`src/rtl/grs_rounder.sv`:
```
// -----------------------------------------------------------------------------
// grs_rounder
//
// Purpose:
//   Two-stage round-to-nearest-even unit. It sits directly after the sticky
//   right-shifter. The input fraction carries three trailing Guard/Round/Sticky
//   bits. The unit produces a DATA_WIDTH-bit rounded fraction. When rounding
//   carries out of the MSB, the fraction is renormalised and the exponent is
//   incremented. If that increment would reach the all-ones exponent, the
//   result saturates and m_overflow is raised. Both sides use a valid/ready
//   handshake, and the unit sustains full throughput.
//
// Optional feature:
//   `define ROUND_MODE_SELECT_EN adds the s_rnd_mode[1:0] input, which selects
//   the rounding mode: 00 RNE, 01 toward zero, 10 toward +inf, 11 toward -inf.
//   When the macro is undefined, the port is absent and the unit rounds RNE
//   only.
//
// Ports:
//   clk         clock, all state on rising edge
//   rst_n       asynchronous active-low reset
//   s_valid     upstream data valid
//   s_ready     unit can accept (combinationally depends on m_ready)
//   s_frac      {fraction, G, R, S}
//   s_exp       exponent of s_frac
//   s_sign      sign, passed through
//   s_rnd_mode  rounding mode (only with ROUND_MODE_SELECT_EN)
//   m_valid     result valid
//   m_ready     downstream accepts
//   m_frac      rounded fraction
//   m_exp       adjusted exponent
//   m_sign      sign
//   m_inexact   any of G/R/S was set
//   m_overflow  exponent saturated by rounding carry
// -----------------------------------------------------------------------------
module grs_rounder #(
    parameter int DATA_WIDTH = 16,
    parameter int EXP_WIDTH  = 8
) (
    input  logic                    clk,
    input  logic                    rst_n,
    input  logic                    s_valid,
    output logic                    s_ready,
    input  logic [DATA_WIDTH+2:0]   s_frac,
    input  logic [EXP_WIDTH-1:0]    s_exp,
    input  logic                    s_sign,
`ifdef ROUND_MODE_SELECT_EN
    input  logic [1:0]              s_rnd_mode,
`endif
    output logic                    m_valid,
    input  logic                    m_ready,
    output logic [DATA_WIDTH-1:0]   m_frac,
    output logic [EXP_WIDTH-1:0]    m_exp,
    output logic                    m_sign,
    output logic                    m_inexact,
    output logic                    m_overflow
);

    localparam logic [EXP_WIDTH-1:0] EXP_ONES = {EXP_WIDTH{1'b1}};
    // A carry from this exponent or above would land on the all-ones code.
    localparam logic [EXP_WIDTH-1:0] EXP_SAT  = {{(EXP_WIDTH-1){1'b1}}, 1'b0};

    // RNE: round up above the halfway point, and on an exact tie only when
    // the kept LSB is odd (ties to even).
    function automatic logic rne_round_up(input logic [2:0] grs, input logic lsb);
        return grs[2] & (grs[1] | grs[0] | lsb);
    endfunction

`ifdef ROUND_MODE_SELECT_EN
    function automatic logic mode_round_up(input logic [1:0] mode, input logic [2:0] grs,
                                           input logic lsb, input logic sign);
        logic inexact;
        inexact = |grs;
        case (mode)
            2'b00:   return rne_round_up(grs, lsb);
            2'b01:   return 1'b0;
            2'b10:   return inexact & ~sign;
            default: return inexact & sign;
        endcase
    endfunction
`endif

    logic                    vld_p1;
    logic [DATA_WIDTH-1:0]   trunc_p1;
    logic [EXP_WIDTH-1:0]    exp_p1;
    logic                    sign_p1;
    logic                    inexact_p1;
    logic                    round_up_p1;

    logic                    vld_p2;
    logic [DATA_WIDTH-1:0]   frac_p2;
    logic [EXP_WIDTH-1:0]    exp_p2;
    logic                    sign_p2;
    logic                    inexact_p2;
    logic                    overflow_p2;

    logic                    adv_p1;
    logic                    adv_p2;
    logic                    round_up_in;

    logic [DATA_WIDTH:0]     sum;
    logic [DATA_WIDTH-1:0]   frac_next;
    logic [EXP_WIDTH-1:0]    exp_next;
    logic                    overflow_next;

    // A stage may load when it is empty, or when its content moves on in the
    // same cycle.
    assign adv_p2  = ~vld_p2 | m_ready;
    assign adv_p1  = ~vld_p1 | adv_p2;
    assign s_ready = adv_p1;

`ifdef ROUND_MODE_SELECT_EN
    assign round_up_in = mode_round_up(s_rnd_mode, s_frac[2:0], s_frac[3], s_sign);
`else
    assign round_up_in = rne_round_up(s_frac[2:0], s_frac[3]);
`endif

    // ---- Stage 1: truncate, capture the round decision ----
    always_ff @(posedge clk or negedge rst_n) begin
        if (!rst_n) begin
            vld_p1 <= 1'b0;
        end else if (adv_p1) begin
            vld_p1 <= s_valid;
        end
    end

    always_ff @(posedge clk) begin
        if (adv_p1 && s_valid) begin
            trunc_p1    <= s_frac[DATA_WIDTH+2:3];
            exp_p1      <= s_exp;
            sign_p1     <= s_sign;
            inexact_p1  <= |s_frac[2:0];
            round_up_p1 <= round_up_in;
        end
    end

    // Increment, then renormalise or saturate on carry-out.
    always_comb begin
        sum           = {1'b0, trunc_p1} + (DATA_WIDTH+1)'(round_up_p1);
        frac_next     = sum[DATA_WIDTH-1:0];
        exp_next      = exp_p1;
        overflow_next = 1'b0;
        if (sum[DATA_WIDTH]) begin
            if (exp_p1 >= EXP_SAT) begin
                frac_next     = '0;
                exp_next      = EXP_ONES;
                overflow_next = 1'b1;
            end else begin
                frac_next = sum[DATA_WIDTH:1];
                exp_next  = exp_p1 + EXP_WIDTH'(1'b1);
            end
        end
    end

    // ---- Stage 2: output register ----
    always_ff @(posedge clk or negedge rst_n) begin
        if (!rst_n) begin
            vld_p2      <= 1'b0;
            frac_p2     <= '0;
            exp_p2      <= '0;
            sign_p2     <= 1'b0;
            inexact_p2  <= 1'b0;
            overflow_p2 <= 1'b0;
        end else if (adv_p2) begin
            vld_p2 <= vld_p1;
            if (vld_p1) begin
                frac_p2     <= frac_next;
                exp_p2      <= exp_next;
                sign_p2     <= sign_p1;
                inexact_p2  <= inexact_p1;
                overflow_p2 <= overflow_next;
            end
        end
    end

    assign m_valid    = vld_p2;
    assign m_frac     = frac_p2;
    assign m_exp      = exp_p2;
    assign m_sign     = sign_p2;
    assign m_inexact  = inexact_p2;
    assign m_overflow = overflow_p2;

endmodule

```
`config.mk`:
```
export PLATFORM = sky130hd
export DESIGN_NAME = grs_rounder
export DESIGN_NICKNAME = d
export VERILOG_FILES = /design/src/rtl/grs_rounder.sv
export SDC_FILE = /design/constraint.sdc
export NUM_CORES = 1
export LEC_CHECK = 0
export ABC_AREA = 0
export BUFFER_PORTS_ARGS = -buffer_cell sky130_fd_sc_hd__buf_2
export CAP_MARGIN = 20
export CELL_PAD_IN_SITES_DETAIL_PLACEMENT = 0
export CELL_PAD_IN_SITES_GLOBAL_PLACEMENT = 1
export CORE_MARGIN = 2
export CORE_UTILIZATION = 40
export CTS_CLUSTER_SIZE = 40
export DETAILED_ROUTE_END_ITERATION = 7
export GPL_TIMING_DRIVEN = 1
export HOLD_SLACK_MARGIN = 0.08
export MAX_ROUTING_LAYER = met4
export PLACE_DENSITY = 0.83
export SLEW_MARGIN = 15
export SYNTH_ARGS = -nofsm -noshare
export SYNTH_HDL_FRONTEND = slang
export SYNTH_SLANG_ARGS = --single-unit
```
`constraint.sdc`:
```
create_clock -name clk -period 3 [get_ports clk]
set_input_delay 0.6 -clock clk [delete_from_list [all_inputs] [get_ports clk]]
set_output_delay 0.6 -clock clk [all_outputs]
set_load 0.03 [all_outputs]
```
==> results.md, run 1 <==
Drt:
- The final route contains between 1500 and 2000 vias.
- The residual antenna-violating net count after detailed routing is 0.
- The aggregate routed wire length is around 5000 um.
- Dividing the detail-routed via count by the number of cells gives between 5 and 6.
- The initial DRC count is 118.
- The pre-antenna-repair detailed-routing pass consisted of 4 iterations.
- In the routed design, unresolved DRC markers number 0.
- The wire length per cell after detailed routing is 14.4 um.

Cells and area:
- For this run, the post-layout net count is roughly 310.
- The multi-input combinational cells in the finished layout cover a total of slightly below 900 sq um.
- Across the whole layout, storage elements account for 1540 sq um.
- The final-layout fill cell count is 560.
- The number of antenna diodes in the final layout is 0.
- In the final layout, the share of cells above drive strength 1 is 28.2%.
- The area added between synthesis and finish is 18.9%.

Floorplanning:
- The full die area is 6820 sq um.
- Once the floorplan was initialized, standard cells occupied 41.4% of the core.
- Measured along the x axis, the die boundary spans approximately 83 um.
- In this run the core area contains 28 standard-cell rows.
- The number of I/O pins is slightly above 60.
- The area of the core is just under 6000 sq um.
- The vertical die dimension is about 83 um.

Timing:
- Measured against its own limit, the worst slew margin works out to approximately three fifths.
- The shortest clock period the worst path allows after layout is around 2.4 ns.
- The actual slew at the worst max-slew pin is roughly 0.63 ns.
- Setup repair after global routing left no endpoint under its margin.
- The peak clock frequency supported by timing is between 400 and 500 MHz.
- The final hold violation count is 0.
- The final worst hold slack is slightly above 0.3 ns.
- The clock arrives with 0.00659 ns of skew.
- The aggregate negative setup slack is 0 ns.
- After layout, the worst path uses around 79% of the clock period.
- Setup violations remaining at the end of the flow were counted as 0.
- The count of pins over their slew limit is 0.

Logic synthesis:
- Of all flip-flops after synthesis, the portion carrying an async set or reset was about half.
- Summed over its instances, the top area cell type makes up 32.8% of the synthesized netlist area.
- The Yosys warning count is 0.
- The synthesized design spends more area on one cell type than any other, namely sky130_fd_sc_hd__edfxtp_1.
- The instance count of the mapped netlist is roughly 210.
- Yosys mapped a number of flops with a built-in enable equal to 27.
- The number of flip-flops and latches in the synthesized netlist is 56.
- In this run, distinct cell masters in the synthesized netlist total 39.
- The post-synth design cell area is ~2500 sq um.
- The average footprint of a synthesized cell is about 12 sq um.
- By area the synthesized netlist is led by sky130_fd_sc_hd__edfxtp_1, sky130_fd_sc_hd__dfrtp_1, sky130_fd_sc_hd__nand2_1.
- The number of nets in the synthesized netlist is around 250.
- For this run, the leading register cell type out of synthesis is sky130_fd_sc_hd__dfrtp_1.
- The share of the yosys chip area belonging to registers is 62.2%.

Clocking:
- TritonCTS built the clock tree.
- The number of hold buffers added after CTS is 0.
- The cell sitting at the root of the clock tree is a sky130_fd_sc_hd__clkbuf_8.
- The longest clock path from root to sink contains 2 buffers.
- The post-CTS setup-driven buffer insertion count is 0.
- The clock-pin slew of the registers on the worst-case setup and hold paths is about 0.090 ns.
- The clock drives 56 sinks.
- The clock latency on the worst-skew pair is 0.30 ns.
- TritonCTS created 5 clock buffers.
- The H-tree generated during clock tree synthesis spans 2 levels.
- The post-cts resize count is 0.

Critical path:
- The critical path endpoint category is a flop.
- The worst setup path is launched from a flop.
- The worst register-to-register path has a setup slack of approximately 0.62 ns.
- For the worst setup path, the data arrival time is around 2.6 ns.
- The beginning of the worst register-to-register path is round_up_p1.
- The critical path in this run is classified as flop to flop.
- The largest fanout on the critical path is 10.
- Data on the critical path is required at its endpoint by about 3.2 ns.
- The capturing point of the worst reg2reg path is m_exp[6].
- Counting cells, the worst reg-to-reg path comes to 6.

Global routing:
- After global routing the overflow that remains totals 0.
- The first global-routing pass estimated about 7800 um of wire.
- Entering global routing, the biggest net connects 30 pins.
- The initial antenna violation count is 0.
- The overall fraction of global-route tracks in use is between 10% and 20%.
- The number of global-route vias before repair is 1579.

Placement:
- At the end of routability-driven placement, the weighted congestion stood at around 0.85.
- The port buffer count is 60.
- The HPWL after detailed placement is ~3800 um.

Power:
- The cell area power density is just under 600 nW/um^2.
- The analysis attributes to cell leakage a power of between 0.001 and 0.0015 uW.
- VDD sags by at most 0.272 mV.

Job:
- Max-cap violations in this run came to 0.

Run status:
- The flow ran to the end, and the final reports show no timing, DRC or antenna violations.

Hold path:
- The worst min-delay path class is primary input to async pin.
worst max path at each step:
stage	to	startpoint	cells after the start	slack [ns]
finish	m_exp[6]	round_up_p1	6	0.62
global route	m_exp[6]	round_up_p1	6	0.45
global placement	m_exp[5]	trunc_p1[0]	6	0.71
detailed placement	m_exp[6]	round_up_p1	6	0.60
floorplan	m_exp[5]	trunc_p1[0]	7	0.71
CTS	m_exp[6]	round_up_p1	6	0.61
placed cells by master, fill, tap and decap left out, types with 2 or more instances in the layout:
cell type                  netlist  layout
sky130_fd_sc_hd__nor4_1          2       2
sky130_fd_sc_hd__dfrtp_1        29      29
sky130_fd_sc_hd__o211ai_1        2       2
sky130_fd_sc_hd__clkbuf_8        0       5
sky130_fd_sc_hd__or3_1           2       2
sky130_fd_sc_hd__nand3_1         9       9
sky130_fd_sc_hd__o31ai_1        12      12
sky130_fd_sc_hd__nor3_1          4       4
sky130_fd_sc_hd__and4_2          2       2
sky130_fd_sc_hd__a31oi_1        12      12
sky130_fd_sc_hd__o21ai_0         2       2
sky130_fd_sc_hd__ha_1            4       4
sky130_fd_sc_hd__nand4_1         8       8
sky130_fd_sc_hd__and3_1          3       3
sky130_fd_sc_hd__clkbuf_1        6       2
sky130_fd_sc_hd__a21oi_1         2       2
sky130_fd_sc_hd__or4_1           4       4
sky130_fd_sc_hd__buf_4           0       4
sky130_fd_sc_hd__nand2_1        31      31
sky130_fd_sc_hd__xor2_1          6       6
sky130_fd_sc_hd__nor2_1         16      16
sky130_fd_sc_hd__nand2b_1        3       3
sky130_fd_sc_hd__edfxtp_1       27      27
sky130_fd_sc_hd__and2_1          2       2
sky130_fd_sc_hd__buf_2           1      60
sky130_fd_sc_hd__xnor2_1         5       5
cell usage after synthesis (2+ instances only):
| master | n |
|---|---|
| sky130_fd_sc_hd__or4_1 | 4 |
| sky130_fd_sc_hd__ha_1 | 4 |
| sky130_fd_sc_hd__or3_1 | 2 |
| sky130_fd_sc_hd__nand2b_1 | 3 |
| sky130_fd_sc_hd__and4_2 | 2 |
| sky130_fd_sc_hd__nor3_1 | 4 |
| sky130_fd_sc_hd__o31ai_1 | 12 |
| sky130_fd_sc_hd__o211ai_1 | 2 |
| sky130_fd_sc_hd__nand2_1 | 31 |
| sky130_fd_sc_hd__a31oi_1 | 12 |
| sky130_fd_sc_hd__and3_1 | 3 |
| sky130_fd_sc_hd__nand4_1 | 8 |
| sky130_fd_sc_hd__and2_1 | 2 |
| sky130_fd_sc_hd__o21ai_0 | 2 |
| sky130_fd_sc_hd__nor2_1 | 16 |
| sky130_fd_sc_hd__nand3_1 | 9 |
| sky130_fd_sc_hd__a21oi_1 | 2 |
| sky130_fd_sc_hd__clkbuf_1 | 6 |
| sky130_fd_sc_hd__edfxtp_1 | 27 |
| sky130_fd_sc_hd__nor4_1 | 2 |
| sky130_fd_sc_hd__xor2_1 | 6 |
| sky130_fd_sc_hd__xnor2_1 | 5 |
| sky130_fd_sc_hd__dfrtp_1 | 29 |
power by group:
group | switching [uW] | total, uW | internal [uW]
clock network | 221 | 385 | 164
registers | 58.7 | 955 | 896
logic | 240 | 353 | 113
kinds of logic after synthesis:
group	after synthesis	synth area share, %
AO/OA/AOI/OAI	37	10.6
flip-flops	56	62.2
AND/OR/NAND/NOR	92	19.5
XOR/XNOR	11	3.90
buffers and inverters	9	1.72
adder cells (fa/ha/maj)	4	2.03
cell type report:
type	count	share of cell area [%]
inverters	1	0.128
repair buffers	64	11.3
clock buffers	7	2.60
well taps	75	3.20
flip-flops and latches	56	52.3
clock inverters	1	0.171
multi-input cells	144	30.3
worst max-delay path, cell delays in order (launching register included):
cell	delay [ns]
sky130_fd_sc_hd__edfxtp_1	0.35
sky130_fd_sc_hd__ha_1	0.19
sky130_fd_sc_hd__ha_1	0.28
sky130_fd_sc_hd__nand4_4	0.18
sky130_fd_sc_hd__or4_4	0.64
sky130_fd_sc_hd__or4_1	0.52
sky130_fd_sc_hd__a31oi_1	0.17
metrics by stage:
step / total power [uW] / instance area [sq um] / instances / utilization, % / setup WS (ns)
after global placement: 1320 / 2850 / 340 / 47.9 / 0.706
final: 1690 / 2940 / 348 / 49.3 / 0.618
after CTS: 1710 / 2940 / 348 / 49.3 / 0.607
after global routing: 1790 / 2940 / 348 / 49.3 / 0.450
after detailed placement: 1330 / 2850 / 340 / 47.9 / 0.602
after floorplan: 1200 / 2470 / 209 / - / 0.707
routing by layer:
metal / up-vias / global-route usage (%) / part of all wire, %
met5: - / - / 0
met4: 0 / 5.90 / 1.4
met3: 4 / 3.80 / 5.5
met2: 44 / 23.5 / 45
met1: 820 / 22.2 / 48
li1: 918 / - / -
registers in the layout, summed over array words and instances (netlist names), 8 cells and up:
register  count
exp_p1        8
trunc_p1     16
m_exp         8
m_frac       16
Note: power is estimated with default switching activity, not from simulation.
==> run 2, diff against run 1 <==
- CORE_UTILIZATION: 40 -> 37
- PLACE_DENSITY: 0.83 -> 0.81
- clock period: 3 -> 2 ns (I/O delays scaled with it)
==> run 2 against run 1 <==
Against the previous run: setup slack got worse by 0.56 ns; first-iteration DRC count fell by 12%; die area is 7.7% higher; fmax rose by 23%; clock skew decreased by 0.0012 ns; critical endpoint is now m_exp[5]; largest cell class unchanged.
==> results.md, run 2 (same netlist as run 1, synthesis figures left out) <==
Run status:
- The flow ran to the end, and the final reports show no timing, DRC or antenna violations.

Floorplanning:
- The site row count is 29.
- The number of I/O pins is approximately 60.
- The horizontal die dimension is approximately 86 um.
- Measured along the y axis, the die boundary spans between 80 and 90 um.
- The area of the core is 6390 sq um.
- The die covers between 7000 and 8000 sq um.
- The starting density of the core is 38.7%.

Cells and area:
- Leaving out fill and tap cells, the most frequent cell in the layout is sky130_fd_sc_hd__buf_2.
- The area added between synthesis and finish is 24.2%.
- The library cells used most frequently in the layout, excluding fill and tap cells, are sky130_fd_sc_hd__buf_2, sky130_fd_sc_hd__nand2_1, sky130_fd_sc_hd__dfrtp_1.
- The repair_antennas step left the layout with diodes totalling 0.
- With fillers left out, the area of the finished cells amounts to 3070 sq um.
- The end-of-flow core utilization is 48.0%.
- For this run, the post-layout net count is around 320.
- Of the cells placed in the final design, the portion with a size suffix greater than 1 is 32.0%.

Clocking:
- The CTS tree is done.
- The number of hold buffers added after CTS is 0.
- The clock latency on the worst-skew pair is slightly above 0.3 ns.
- The deepest level of the CTS H-tree is 2.
- The number of clock buffers added by TritonCTS is 5.
- The longest clock path from root to sink contains 2 buffers.
- The cell chosen for the clock root is sky130_fd_sc_hd__clkbuf_8.
- Clock-pin slew was measured on the worst setup and hold paths at ~0.090 ns.
- The clock net in this run drives a total of 56 sinks.

Critical path:
- The slowest library cell on the worst path is sky130_fd_sc_hd__or4_4.
- The signal on the critical path passes through ha_2 > ha_4 > nand4_4 > or4_4 > or4_1 > a31oi_1.
- The kind of cell with the highest combined delay on the critical path is simple AND/OR/NAND/NOR gates.
- The critical path endpoint category is a flop.
- The worst setup path is launched from a flop.
- The type of the worst setup path is flop to flop.
- The required time at the worst-slack endpoint is ~2.2 ns.
- The delay of the slowest critical-path stage is 0.48 ns.
- The data arrival time at the worst-slack endpoint is between 2 and 2.5 ns.
- The critical path buffer and inverter count is 0.
- Along the worst path, the maximum fanout reaches 6.

Drt:
- Across all layers, the routed design uses about 1900 vias.
- The initial DRC count is about 100.
- The number of remaining DRC errors is 0.
- The final layout contains routed wiring with a total length of 5260 um.
- The first detailed-routing pass ran for 4 iterations.
- The via count normalized by instance count is between 5 and 6.
- The residual antenna-violating net count after detailed routing is 0.
- Dividing the detail-routed wire length by the instance count gives around 15 um.

Timing:
- The count of pins over their slew limit is 0.
- The relative max-transition margin is 40.3%.
- The shortest clock period the worst path allows after layout is 1.94 ns.
- For the pin with the worst max-slew slack, the measured transition is about 0.9 ns.
- Of the available clock period, the critical path in the final layout requires 97.1%.
- The final hold violation count came to 0.
- The clock arrives with between 0.005 and 0.006 ns of skew.
- Derived from the worst setup path, the maximum achievable clock frequency is just over 500 MHz.
- Setup violations remaining at the end of the flow were counted as 0.
- Setup repair after global routing could not meet its margin everywhere.
- In the post-route analysis, the smallest setup slack over all paths is around 0.059 ns.

Placement:
- The post-detailed-placement half-perimeter wirelength is between 3000 and 4000 um.
- During placement, the flow inserted port buffers numbering 60.
- The standard cell area after detailed placement is between 2000 and 3000 sq um.
- Routability-driven placement finished with a final weighted congestion of just under 0.9.
- The worst slack at placement is around 0.077 ns.

Power:
- In this run the power density over the cells is 879 nW/um^2.
- In this run the static leakage power is between 0.001 and 0.0015 uW.
- The worst-case IR drop observed on VDD is around 0.34 mV.

Global routing:
- The overflow left after global routing is 0.
- The initial antenna violation count is 0.
- The overall fraction of global-route tracks in use is roughly 15%.
- The first-pass GRT wire length is about 8500 um.
- Entering global routing, the biggest net connects 30 pins.
- The number of global-route vias before repair is roughly 1700.

Hold path:
- The worst min-delay path class is primary input to async pin.

Job:
- The max-cap check violation count is 0.
==> run 2: cell types whose count changed in the layout (fill, tap and decap cells not counted), sizes merged <==
cell,change
clkinv,+1
clkbuf,-2
buf,+11
bufinv,+1
==> run 2: area by class of cell <==
class / instances / area (sq um)
fill: 605 / 3320
sequential: 56 / 1540
timing repair buffer: 75 / 413
clock inverter: 3 / 37.5
multi-input combinational: 144 / 910
inverter: 1 / 3.75
tap: 77 / 96.3
clock buffer: 5 / 68.8
==> run 2: path summary, 6_finish.rpt <==
path | endpoint | slack [ns] | depth (start not counted) | from
setup / recovery | m_exp[5] | 0.06 | 6 | round_up_p1
hold / removal | m_exp[4] | 0.09 | 1 | rst_n
setup reg to reg | m_exp[5] | 0.06 | 6 | round_up_p1
hold reg to reg | m_sign | 0.45 | 2 | sign_p1
max in group asynchronous | m_frac[6] | 1.49 | 1 | rst_n
min in group clk | sign_p1 | 0.26 | 1 | s_sign
==> run 2: metal layers <==
metal / global-route usage, % / vias up / wire length, um
li1: - / 934 / -
met1: 21.6 / 860 / 2530
met2: 21.9 / 49 / 2370
met3: 2.50 / 9 / 243
met4: 6.20 / 0 / 109
met5: - / - / 0
==> run 2: worst reg2reg max path: stages, from the launching register on <==
cell,delay [ns]
sky130_fd_sc_hd__edfxtp_1,0.35
sky130_fd_sc_hd__ha_2,0.21
sky130_fd_sc_hd__ha_4,0.17
sky130_fd_sc_hd__nand4_4,0.09
sky130_fd_sc_hd__or4_4,0.48
sky130_fd_sc_hd__or4_1,0.41
sky130_fd_sc_hd__a31oi_1,0.16
==> run 2: per-stage QoR <==
| stage | total power (uW) | hold slack [ns] | instances | TNS [ns] |
|---|---|---|---|---|
| 2_1_floorplan | 1800 | 0.104 | 209 | 0 |
| 3_3_place_gp | 2000 | 0.426 | 350 | 0 |
| 3_5_place_dp | 2010 | 0.430 | 350 | 0 |
| 4_1_cts | 2720 | 0.110 | 358 | 0 |
| 5_1_grt | 2820 | 0.145 | 361 | -0.0495 |
| 6_report | 2690 | 0.0942 | 361 | 0 |
==> run 2: timing repair <==
item                                    in CTS  in global routing
gates resized for setup                      0                  1
setup buffers                                0                  3
endpoints found under the setup margin       0                 10
==> run 2: power by group <==
| part | switching, uW | leakage (uW) | internal, uW |
|---|---|---|---|
| Clock | 347 | 0.0000532 | 365 |
| Combinational | 375 | 0.000591 | 180 |
| Sequential | 83.8 | 0.000596 | 1340 |
==> run 3, diff against run 2 <==
- clock period: 2 -> 1.64 ns (I/O delays scaled with it)
==> run 3 against run 2 <==
Against the previous run: the flow now finishes with violations (setup timing); via count increased by 13%; sequential cell count did not move; count of clock-buffer cells in the layout is the same; clock power rose by 3.8%; core utilization rose by 8.2 points; largest cell class unchanged; largest power group unchanged.
==> results.md, run 3 (same netlist as run 1, synthesis figures left out) <==
Run status:
- The run finished, with violations left.
- The final reports fail on setup timing.

Hold path:
- The path with the worst hold slack has its endpoint at sign_p1.
- In this run the most critical hold path is launched from s_sign.
- The worst hold path belongs to the class primary input to flop.
- The worst hold path depth is 1.

Critical path:
- The required time at the worst-slack endpoint is between 1.5 and 2 ns.
- The endpoint identified for the worst register-to-register timing path is m_exp[6].
- The type of the worst setup path is flop to flop.
- The number of cells on the worst reg-to-reg path is 6.
- The most repeated library cell on the critical path is sky130_fd_sc_hd__ha_4.
- In this run the worst path has a maximum fanout of 5.
- The beginning of the worst register-to-register path is round_up_p1.
- The worst setup path is launched from a flop.
- The largest single stage delay on the critical path is roughly 0.48 ns.
- The setup check on the worst reg-to-reg path leaves a slack of -0.32 ns.
- STA classifies the critical path endpoint as a flop.
- The slowest library cell on the worst path is sky130_fd_sc_hd__or4_4.
- Walking the worst path, the cells encountered are ha_4 > ha_4 > nand4_4 > or4_4 > or4_1 > a31oi_1.
- The data arrival time at the worst-slack endpoint is about 2.2 ns.

Timing:
- The clock arrives with around 0.014 ns of skew.
- Based on the critical path, the design can be clocked at up to just over 500 MHz.
- After layout, the worst setup slack is -0.315 ns.
- Setup repair after global routing could not meet its margin everywhere.
- The final hold violation count is 0.
- The count of pins over their slew limit came to 0.
- The final setup violation count is 25.
- The aggregate negative setup slack is -4.02 ns.
- The worst path in the final design needs a cycle of between 1.5 and 2 ns, including I/O delays and setup.
- In this run the tightest slew margin relative to its limit is between 50 and 60%.
- The actual slew at the worst max-slew pin is roughly 0.66 ns.
- The worst path uses 119% of the clock period.

Cells and area:
- Cells with a size suffix above 1 make up between 40% and 50% of the layout.
- Summing all non-filler instances in the final layout gives an area of around 3600 sq um.
- The end-of-flow core utilization is between 50 and 60%.
- The number of antenna diodes in the final layout is 0.
- The area added between synthesis and finish is 45.3%.
- The number of nets in the layout is between 300 and 400.
- The final-layout fill cell count is between 500 and 600.
- The library cell used most frequently in the layout, excluding fill and tap cells, is sky130_fd_sc_hd__buf_2.
- The top cell types in the final layout, fill and taps aside, are sky130_fd_sc_hd__buf_2, sky130_fd_sc_hd__buf_4, sky130_fd_sc_hd__nand2_1, sky130_fd_sc_hd__dfrtp_1, sky130_fd_sc_hd__edfxtp_1.

Clocking:
- The CTS tree is done.
- The number of buffers inserted during clock tree synthesis is 5.
- The deepest level of the CTS H-tree is 2.
- The clock latency on the worst-skew pair is ~0.32 ns.
- The root buffer cell chosen for the clock tree is sky130_fd_sc_hd__clkbuf_8.
- The clock sink total is 56.
- The maximum number of buffers from clock root to sink is 2.
- Clock-pin slew was measured on the worst setup and hold paths at around 0.10 ns.

Drt:
- In the final routed layout, each cell accounts on average for about 16 um.
- The first-pass iteration count of the detailed router is 4.
- After detailed routing, the number of remaining DRC violations is 0.
- The via count is between 2000 and 2500.
- The aggregate routed wire length is about 6300 um.
- The initial DRC count is around 140.
- Once detail routing completed, the nets flagged for antenna violations numbered 0.
- The via count normalized by instance count is 5.33.

Placement:
- After detailed placement, the total cell area comes to 3130 sq um.
- Buffers placed on the I/O ports in this run total 60.
- The post-detailed-placement half-perimeter wirelength is 4230 um.
- The congestion estimate from routability-driven global placement came to about 0.9.

Global routing:
- Global routing used between 15 and 20% of the available tracks.
- The first-pass GRT wire length is just under 10000 um.
- The initial antenna violation count is 0.
- The overflow left after global routing is 0.
- The number of global-route vias before repair is about 2000.
- The largest net degree at the start of global routing is 30.

Floorplanning:
- The area of the core is ~6400 sq um.
- Once the floorplan was initialized, standard cells occupied 38.7% of the core.
- The floorplan has 29 rows.
- The floorplan step defined a die boundary enclosing roughly 7300 sq um.
- Measured along the y axis, the die boundary spans around 86 um.
- The number of I/O pins is 61.
- The die is approximately 86 um wide.

Power:
- The maximum VDD drop is a little under 0.5 mV.
- The cell area power density is 917 nW/um^2.
- The analysis attributes to cell leakage a power of about 0.0015 uW.

Job:
- Max-cap violations in this run came to 0.
[run 3: cell types whose count changed in the layout (fill, tap and decap cells not counted), sizes merged]
cell,previous run,this run
dlygate4sd3,0,1
buf,75,106
clkinv,2,3
bufinv,1,0
[run 3: layout make-up]
cell class / count / area (sq um) / area share, %
multi-input combinational: 144 / 1170 / 32.6
inverter: 1 / 3.75 / 0.105
clock buffer: 5 / 68.8 / 1.92
tap: 77 / 96.3 / 2.69
clock inverter: 3 / 18.8 / 0.523
sequential: 56 / 1540 / 42.8
timing repair buffer: 107 / 693 / 19.3
[run 3: metrics by stage]
stage / total power, uW / hold WS [ns] / std cells / worst slack, ns
after CTS: 3270 / 0.172 / 390 / -0.265
after detailed placement: 2490 / 0.399 / 376 / -0.273
final: 3290 / 0.176 / 393 / -0.315
after global placement: 2480 / 0.386 / 376 / -0.242
after floorplan: 2190 / 0.0324 / 209 / -0.325
after global routing: 3450 / 0.174 / 393 / -0.391
[run 3: per-layer routing]
layer	part of all wire, %	track usage, %	up-vias
li1	-	-	996
met1	43	23.3	1003
met2	50	27.1	76
met3	4.9	3.18	18
met4	2.5	7.50	0
met5	0	-	-
[run 3: power breakdown]
part | switching (uW) | leakage, uW | total (uW) | internal, uW
Sequential | 96.7 | 0.000596 | 1740 | 1640
Clock | 441 | 0.0000479 | 739 | 299
Combinational | 522 | 0.000842 | 814 | 292
[run 3: timing repair]
action                     in CTS  in global routing
resized for setup              28                 28
setup endpoints to repair      22                 25
hold buffers                    1                  0
hold endpoints to repair       29                  0
buffers inserted                5                  5
pin swaps                      15                 20
[run 3: worst max-delay path, delay by kind of cell (launching register included)]
kind                     cells  cell delay [ns]
AO/OA/AOI/OAI                1             0.16
adder cells (fa/ha/maj)      2             0.30
flip-flops                   1             0.39
AND/OR/NAND/NOR              3             1.02
[run 3: how the worst max path moves through the flow]
| stage | startpoint | end | slack, ns | cells after the start |
|---|---|---|---|---|
| after floorplan | round_up_p1 | m_exp[5] | -0.32 | 7 |
| after global routing | round_up_p1 | m_exp[6] | -0.39 | 6 |
| after global placement | round_up_p1 | m_exp[5] | -0.24 | 6 |
| after CTS | round_up_p1 | m_exp[6] | -0.26 | 7 |
| final | round_up_p1 | m_exp[6] | -0.32 | 6 |
| after detailed placement | trunc_p1[0] | m_exp[6] | -0.27 | 7 |
